[src/rtl/windowed_kofn_detector.sv]
// Sliding-window K-of-N ones detector: flags when at least thresh of the last N
// accepted bits are 1, and keeps a saturating count of flag rising edges.
module windowed_kofn_detector #(
  parameter int unsigned N  = 8,
  parameter int unsigned CW = $clog2(N + 1),
  parameter int unsigned EW = 8
) (
  input  logic          clk,
  input  logic          rst,
  input  logic          clear,
  input  logic          in_val,
  input  logic          in_bit,
  input  logic [CW-1:0] thresh,
  output logic [CW-1:0] count,
  output logic          full,
  output logic          out,
  output logic [EW-1:0] events
);

  localparam logic [CW-1:0] FILL_MAX   = CW'(N);
  localparam logic [EW-1:0] EVENTS_MAX = '1;

  logic [N-1:0]  window;
  logic [N-1:0]  window_next;
  logic [CW-1:0] fill;
  logic [CW-1:0] fill_next;
  logic [CW-1:0] count_next;
  logic          full_next;
  logic          out_next;
  logic [EW-1:0] events_next;
  logic          oldest;

  // Next-state: ternaries on in_val so an unknown in_val propagates instead of reading as 0.
  always_comb begin
    oldest      = window[N-1];
    window_next = in_val ? {window[N-2:0], in_bit} : window;
    count_next  = in_val ? CW'(count + CW'(in_bit) - CW'(oldest)) : count;
    fill_next   = (in_val && (fill != FILL_MAX)) ? CW'(fill + CW'(1)) : fill;
    full_next   = (fill_next == FILL_MAX);
    out_next    = full_next && (count_next >= thresh);
    events_next = (out_next && !out && (events != EVENTS_MAX)) ? EW'(events + EW'(1)) : events;
  end

  // State register; clear behaves as a synchronous reset and drops any offered bit.
  always_ff @(posedge clk or negedge rst) begin
    if (!rst) begin
      window <= '0;
      count  <= '0;
      fill   <= '0;
      full   <= 1'b0;
      out    <= 1'b0;
      events <= '0;
    end else if (clear) begin
      window <= '0;
      count  <= '0;
      fill   <= '0;
      full   <= 1'b0;
      out    <= 1'b0;
      events <= '0;
    end else begin
      window <= window_next;
      count  <= count_next;
      fill   <= fill_next;
      full   <= full_next;
      out    <= out_next;
      events <= events_next;
    end
  end

endmodule

[config.mk]
export PLATFORM = sky130hd
export DESIGN_NAME = windowed_kofn_detector
export DESIGN_NICKNAME = d
export VERILOG_FILES = /design/src/rtl/windowed_kofn_detector.sv
export SDC_FILE = /design/constraint.sdc
export NUM_CORES = 1
export LEC_CHECK = 0
export ABC_AREA = 1
export CAP_MARGIN = 20
export CORE_MARGIN = 8
export CORE_UTILIZATION = 40
export DETAILED_ROUTE_END_ITERATION = 8
export HOLD_SLACK_MARGIN = 0.06
export PLACE_DENSITY_LB_ADDON = 0.08
export SETUP_SLACK_MARGIN = 0.3
export SLEW_MARGIN = 0
export SYNTH_ARGS = -nofsm -noshare
export SYNTH_HDL_FRONTEND = slang
export SYNTH_SLANG_ARGS = --single-unit
[constraint.sdc]
create_clock -name clk -period 4.19 [get_ports clk]
set_input_delay 0.419 -clock clk [delete_from_list [all_inputs] [get_ports clk]]
set_output_delay 0.419 -clock clk [all_outputs]
set_load 0.01 [all_outputs]
; ---- Yosys cells after proc, flatten, opt, wreduce, memory -nomap -nowiden
; Index checks and enable logic that the tools add are counted.
[totals]
reg_bits = 26
inputBits = 9
wordCells = 31
[classes]
n_addsub = 4
magnitude_cmp = 1
eq_ne = 3
muxes = 10
n_reduce_logical = 7
[op_table]
columns = operator, n
row1 = two-way mux 8 bit, 4
row2 = two-way mux 4 bit, 4
row3 = adder 8 x 1 -> 8 bit (second input constant), 1
row4 = inequality test 8 bit (second input constant), 1
row5 = adder 4 x 1 -> 4 bit, 1
row6 = adder 4 x 1 -> 4 bit (second input constant), 1
row7 = equality test 4 bit (second input constant), 1
row8 = >= comparator 4 bit, 1
row9 = logical AND 1 bit, 4
row10 = inequality test 4 bit (second input constant), 1
row11 = nonzero test 2 bit, 2
row12 = subtractor 4 x 1 -> 4 bit, 1
row13 = two-way mux 1 bit, 2
row14 = zero test 1 bit, 1

; ---- Longest topological paths before layout
; Gate-level depths: netlist of run 1.
[logic_depth]
word_depth = 9
depth_mapped = 19

; ---- Least setup slack after synthesis of run 1
; Ideal clock, no wire load.
[synth_timing]
path_type = flip-flop to flip-flop
startpoint = register count[0]
endpoint = register events[5]
setup_ps = 65
t_arrival_ps = 2534
required_ps = 4125
path_slack_ps = 1590
stages_incl_launch_ff = 17
n_path_buf = 0
period_less_slack_ps = 2600
path_cell_list = dfrtp_1 inv_1 ha_1 inv_1 ha_1 fa_1 xnor2_1 a21oi_1 ha_1 nand2_1 o21bai_1 nand2_1 nor2_4 inv_1 nand3_4 nand3_1 nand2_1
[synth_via]
elab_chain_len = 8
[synth_rtl]
columns = item, line
row1 = from (decl), 14  ; output logic [CW-1:0] count,
row2 = from (signal assigned), 62  ; count <= count_next;
row3 = adder 4 x 1 -> 4 bit, 37  ; count_next = in_val ? CW'(count + CW'(in_bit) - CW'(oldest)) : count;
row4 = subtractor 4 x 1 -> 4 bit, 37
row5 = two-way mux 4 bit (*), 37
row6 = >= comparator 4 bit (*), 40  ; out_next = full_next && (count_next >= thresh);
row7 = logical AND 1 bit (*), 40
row8 = logical AND 1 bit (*) (2 in a row), 41  ; events_next = (out_next && !out && (events != EVENTS_MAX)) ? EW'(events + EW'(1)) : events;
row9 = nonzero test 2 bit (no source line) (*), n/a
row10 = to (signal assigned), 66  ; events <= events_next;
row11 = to (decl), 17  ; output logic [EW-1:0] events
; Every way passes the cells marked *; elsewhere a longest branch is shown, timed or not.
; A chain may end at the register's enable or synchronous reset.

; ---- Worst setup path after layout of run 1
[layout_timing]
startpoint = register count[0]
endpoint = register events[4]
; The elaborated chain is that of the path after synthesis.

==> impl_metrics.env, run 1 <==
export IMPL_status="finished, final reports clean"
export IMPL_place_gp_congestion=0.799
export IMPL_yosysTopAreaCellShare=0.385
export IMPL_end_kind="flip-flop"
export IMPL_dr_pass1_iters=4
export IMPL_finalCriticalPeriod_ns=2.84
export IMPL_crit_end="events[4]"
export IMPL_cp_max_fo=8
export IMPL_chipHeight_um=81.0
export IMPL_syn_area_um2=1690
export IMPL_drtAntennaViolNets=0
export IMPL_layout_setup_ws_ns=1.35
export IMPL_synth_yosys_seq_area_share=0.385
export IMPL_cts_clk_slew_worst_paths_ns=0.09
export IMPL_yosysUniqueCellTypes=26
export IMPL_setup_viol=0
export IMPL_rows=23
export IMPL_preCtsSetupSlack_ns=1.14
export IMPL_yosys_area_share_simple=0.325
export IMPL_diodes=0
export IMPL_multiInputGateArea_um2=862
export IMPL_synth_xor_area_share=0.0311
export IMPL_synthTopCellsByCount="nand2_1 (37), inv_1 (33), dfrtp_1 (26), nand3_1 (21), nor2_1 (14)"
export IMPL_worstReg2RegEnd="events[4]"
export IMPL_drt_iter0_drc=49
export IMPL_syn_num_nets=228
export IMPL_ys_seq_elements=26
export IMPL_cts_hold_fix_buffers=0
export IMPL_insertion_delay_ns=0.27
export IMPL_r2r_start="count[0]"
export IMPL_crit_required_ns=4.40
export IMPL_synth_mux_area_frac=0
export IMPL_synth_top_family_by_area="simple AND/OR/NAND/NOR gates"
export IMPL_htree_levels=1
export IMPL_detail_route_wl_per_cell_um=12.6
export IMPL_finalCritPeriodShare=0.678
export IMPL_cts_buffer_depth=2
export IMPL_finalHoldViolCount=0
export IMPL_power_density_nw_per_um2=328
export IMPL_r2r_cells=16
export IMPL_cap_violations=0
export IMPL_dieArea_um2=6550
export IMPL_synth_edf_count=0
export IMPL_layout_drive_gt1_share=0.105
export IMPL_initial_core_util=0.419
export IMPL_cp_data_arrival_time_ns=3.05
export IMPL_maxSlewHeadroom=0.515
export IMPL_synth_area_leaders="dfrtp_1 (39%), nand2_1 (8.2%), ha_1 (8.2%)"
export IMPL_setup_tns_final_ns=0
export IMPL_fmax_mhz=352
export IMPL_synth_most_common_cell="nand2_1"
export IMPL_dp_hpwl_um=2670
export IMPL_path_class="reg -> reg"
export IMPL_synth_warnings=0
export IMPL_routed_wl_um=3510
export IMPL_synth_adder_area_share=0.0934
export IMPL_yosys_area_top_type="dfrtp_1"
export IMPL_grt_max_degree=27
export IMPL_synthFlopType="dfrtp_1"
export IMPL_cts_root_buf="clkbuf_8"
export IMPL_post_cts_buffers=0
export IMPL_n_fill_cell=400
export IMPL_gr_total_overflow=0
export IMPL_regArea_um2=651
export IMPL_r2r_setup_slack_ns=1.35
export IMPL_p_leak_nw=1.02
export IMPL_start_kind="flip-flop"
export IMPL_grt_pass1_vias=1388
export IMPL_syn_inst=207
export IMPL_die_w_um=81.0
export IMPL_synth_compound_area_frac=0.0615
export IMPL_core_region_area_um2=4030
export IMPL_num_vias=1367
export IMPL_worst_pin_slew_ns=0.725
export IMPL_setup_worst_path_start="count[0]"
export IMPL_io_buffers=22
export IMPL_cts_inserted_buffers=3
export IMPL_nets=250
export IMPL_cts_tree="built"
export IMPL_clock_skew_ns=0.00375
export IMPL_hold_class="in -> async"
export IMPL_viasPerCell=4.92
export IMPL_grt_pass1_wl_um=6290
export IMPL_antenna_found_initial=0
export IMPL_ys_async_sr_fraction=1.00
export IMPL_slew_violations=0
export IMPL_grt_use_total=0.117
export IMPL_drc=0
export IMPL_cts_sinks=26
export IMPL_grt_setup_unrepaired="false"
export IMPL_cts_resized=0
export IMPL_vdd_drop_max_uv=171
export IMPL_syn_avg_cell_area_um2=8.15
export IMPL_io_pins=23
export IMPL_area_delta_synth_final_pct=19.3
-- report_power, final --
group	switching [mW]	internal, mW	leakage (nW)
sequential	0.0121	0.264	0.352
combinational	0.105	0.0699	0.632
clock	0.0813	0.128	0.0357
-- worst max-delay path: stages, from the launching register on --
cell and delay [ns]:
dfrtp_1 0.37, inv_1 0.06, ha_1 0.27, inv_1 0.04, ha_1 0.20, fa_1 0.38
xnor2_1 0.18, a21oi_1 0.11, ha_1 0.30, nand2_1 0.08, o21bai_1 0.11, nand2_1 0.10
nor2_4 0.17, inv_1 0.09, nand3_4 0.14, nand3_1 0.09, nand2_1 0.10
-- kinds of logic (layout without fill, tap and decap cells) --
logic type | after synthesis | count (layout)
buffers and inverters | 43 | 64
adders and majority gates | 12 | 12
DFF | 26 | 26
and+or+nand+nor | 101 | 101
xor gates and xnor gates | 6 | 6
AOI/OAI and AO/OA | 19 | 19
-- registers in the layout, summed over array words and instances, names as in the netlist --
name	flops
window	8
count	4
out	1
full	1
events	8
fill	4
-- how the worst min path moves through the flow --
stage	endpoint	slack, ns	depth (start not counted)
after detailed placement	window[6]	0.50	2
after floorplan	count[0]	0.12	0
after global routing	events[7]	0.55	2
after CTS	window[1]	0.52	2
after global placement	window[5]	0.50	2
final	events[7]	0.52	2
-- per-layer routing --
metal | global-route usage | wire length (um) | vias to the layer above
li1 | - | - | 704
met1 | 0.145 | 1640 | 645
met2 | 0.204 | 1720 | 16
met3 | 0.0254 | 139 | 2
met4 | 0.0268 | 16 | 0
met5 | 0 | 0 | -
-- placed cells by master (no fill, tap or decap), types with 2 or more instances in the layout --
master,instances
nand2_1,37
inv_1,33
dfrtp_1,26
clkdlybuf4s50_1,22
nand3_1,21
nor2_1,14
ha_1,11
o21ai_0,10
nand4_1,10
a21oi_1,7
nand2_2,6
nor2_4,4
xnor2_1,3
inv_2,3
nand3_4,3
xor2_1,3
clkbuf_8,3
nor3_1,2
-- final cells by class --
cell class,count,area share
Sequential cell,26,0.323
Tap cell,50,0.0311
Timing Repair Buffer,23,0.113
Clock buffer,3,0.0205
Multi-Input combinational cell,138,0.428
Inverter,37,0.0690
Clock inverter,1,0.0149
-- per-stage QoR --
step,hold WS [ns],total power [mW],cells,utilization,area [um^2]
final,0.518,0.660,278,0.500,2010
after floorplan,0.123,0.410,207,-,1690
after detailed placement,0.496,0.459,274,0.482,1940
after CTS,0.524,0.672,278,0.500,2010
after global placement,0.498,0.456,274,0.482,1940
after global routing,0.549,0.701,278,0.500,2010
Power figures use the tool's default switching activity.
==> run 2, diff against run 1 <==
==> constraint.sdc (replaced) <==
create_clock -name clk -period 2.9 [get_ports clk]
set_input_delay 0.29 -clock clk [delete_from_list [all_inputs] [get_ports clk]]
set_output_delay 0.29 -clock clk [all_outputs]
set_load 0.01 [all_outputs]
==> impl_metrics.env, run 2 (synthesis results as in run 1) <==
export IMPL_intPower_uw=720
export IMPL_final_cell_mix="nand2_1 (35), inv_1 (29), dfrtp_1 (25), clkdlybuf4s50_1 (22), nand3_1 (21)"
export IMPL_fin_cells=284
export IMPL_end_kind="flip-flop"
export IMPL_grt_max_degree=27
export IMPL_seqPwrFrac=0.383
export IMPL_die_w_um=81.0
export IMPL_grt_use_total=0.120
export IMPL_diodes=0
export IMPL_reg_largest_list="events (8), window (8)"
export IMPL_antenna_found_initial=0
export IMPL_setup_viol=0
export IMPL_viasPerCell=4.97
export IMPL_core_region_area_um2=4030
export IMPL_drtAntennaViolNets=0
export IMPL_cpMostUsedCell="nand2_1"
export IMPL_crit_required_ns=3.12
export IMPL_nets=256
export IMPL_detail_route_wl_per_cell_um=13.2
export IMPL_gr_total_overflow=0
export IMPL_insertion_delay_ns=0.27
export IMPL_p_comb_frac=0.325
export IMPL_cts_inserted_buffers=3
export IMPL_finalCoreUtilization=0.539
export IMPL_drc=0
export IMPL_place_gp_congestion=0.794
export IMPL_cp_data_arrival_time_ns=2.91
export IMPL_cts_clk_slew_worst_paths_ns=0.10
export IMPL_hold_slack_ns=0.381
export IMPL_setup_tns_final_ns=0
export IMPL_cts_tree="built"
export IMPL_path_class="reg -> reg"
export IMPL_final_cell_area_um2=2170
export IMPL_cp_slowest_stage_delay_ns=0.43
export IMPL_start_kind="flip-flop"
export IMPL_p_sw_uw=324
export IMPL_cap_violations=0
export IMPL_clock_skew_ns=0.00900
export IMPL_grt_pass1_wl_um=6430
export IMPL_io_buffers=22
export IMPL_p_leak_nw=1.06
export IMPL_finalCriticalPeriod_ns=2.69
export IMPL_status="finished, final reports clean"
export IMPL_cts_sinks=26
export IMPL_power_density_nw_per_um2=481
export IMPL_cp_max_fo=8
export IMPL_initial_core_util=0.419
export IMPL_postPlaceCellArea_um2=1950
export IMPL_critical_path_cell_chain="ha_4 -> inv_2 -> ha_4 -> fa_2 -> xnor2_2 -> a21oi_2 -> ha_1 -> nand2_1 -> o21bai_1 -> nand2_1 -> nor2_4 -> buf_6 -> nor2_8 -> nand4_1 -> nand2_1"
export IMPL_grt_setup_unrepaired="true"
export IMPL_drt_iter0_drc=64
export IMPL_io_pins=23
export IMPL_dieArea_um2=6550
export IMPL_cts_root_buf="clkbuf_8"
export IMPL_pwr_share_clk=0.291
export IMPL_num_vias=1412
export IMPL_routed_wl_um=3740
export IMPL_dp_hpwl_um=2690
export IMPL_maxSlewHeadroom=0.614
export IMPL_dr_pass1_iters=4
export IMPL_cts_buffer_depth=2
export IMPL_layout_drive_gt1_share=0.214
export IMPL_area_delta_synth_final_pct=28.5
export IMPL_vdd_drop_max_uv=283
export IMPL_grt_pass1_vias=1513
export IMPL_slew_violations=0
export IMPL_htree_levels=1
export IMPL_hold_class="in -> async"
export IMPL_slowest_stage="dfrtp_1"
export IMPL_worst_pin_slew_ns=0.578
export IMPL_dp_cells=275
export IMPL_rows=23
export IMPL_chipHeight_um=81.0
export IMPL_final_common_cell="nand2_1"
export IMPL_p_sw_frac=0.310
export IMPL_finalCritPeriodShare=0.927
export IMPL_finalHoldViolCount=0
export IMPL_fmax_mhz=372
run 2: power groups by stage:
stage	clock network [mW]	logic [mW]	registers [mW]
2_1_floorplan	0	0.186	0.406
3_3_place_gp	0	0.253	0.405
3_5_place_dp	0	0.260	0.405
4_1_cts	0.310	0.293	0.400
5_1_grt	0.323	0.373	0.403
6_report	0.304	0.340	0.400
run 2: worst paths after layout:
path                            slack, ns  cells past startpoint      start   endpoint
worst min-delay path                 0.38                      2        rst  events[5]
worst max-delay path                 0.21                     15  window[7]  events[4]
min in group clk                     0.52                      2  window[1]  window[2]
max in group asynchronous            2.24                      2        rst   count[2]
worst max register to register       0.21                     15  window[7]  events[4]
worst min register to register       0.52                      2  window[1]  window[2]
run 2: area by class of cell:
class,count,area [um^2]
Fill cell,390,1860
Multi-Input combinational cell,138,968
Sequential cell,26,652
Timing Repair Buffer,29,277
Inverter,37,139
Tap cell,50,62.6
Clock buffer,3,41.3
Clock inverter,1,30.0
run 2: stage by stage:
stage | total power, mW | worst slack, ns
CTS | 1.00 | 0.241
global placement | 0.658 | 0.140
detailed placement | 0.665 | 0.0780
floorplan | 0.592 | 0.300
global route | 1.10 | 0.0936
finish | 1.04 | 0.212
run 2: critical path: cells and delay by family (launching register included):
family | cells | cell delay (ns)
xor+xnor | 1 | 0.16
fa+ha+maj | 4 | 1.06
simple gates | 6 | 0.57
buf+inv | 2 | 0.17
compound gates | 2 | 0.23
flops | 1 | 0.43
run 2: repair_timing:
item	in CTS	in global routing
setup endpoints to repair	8	9
hold buffers	0	0
gates resized for setup	12	12
setup buffers	2	3
pin swaps	15	19
run 2: metal layers:
metal  track usage  vias to the layer above  share of wire
met4        0.0411                        0         0.0054
li1              -                      716              -
met3        0.0265                        4          0.046
met5             0                        -              0
met1         0.134                      668           0.44
met2         0.221                       24           0.51
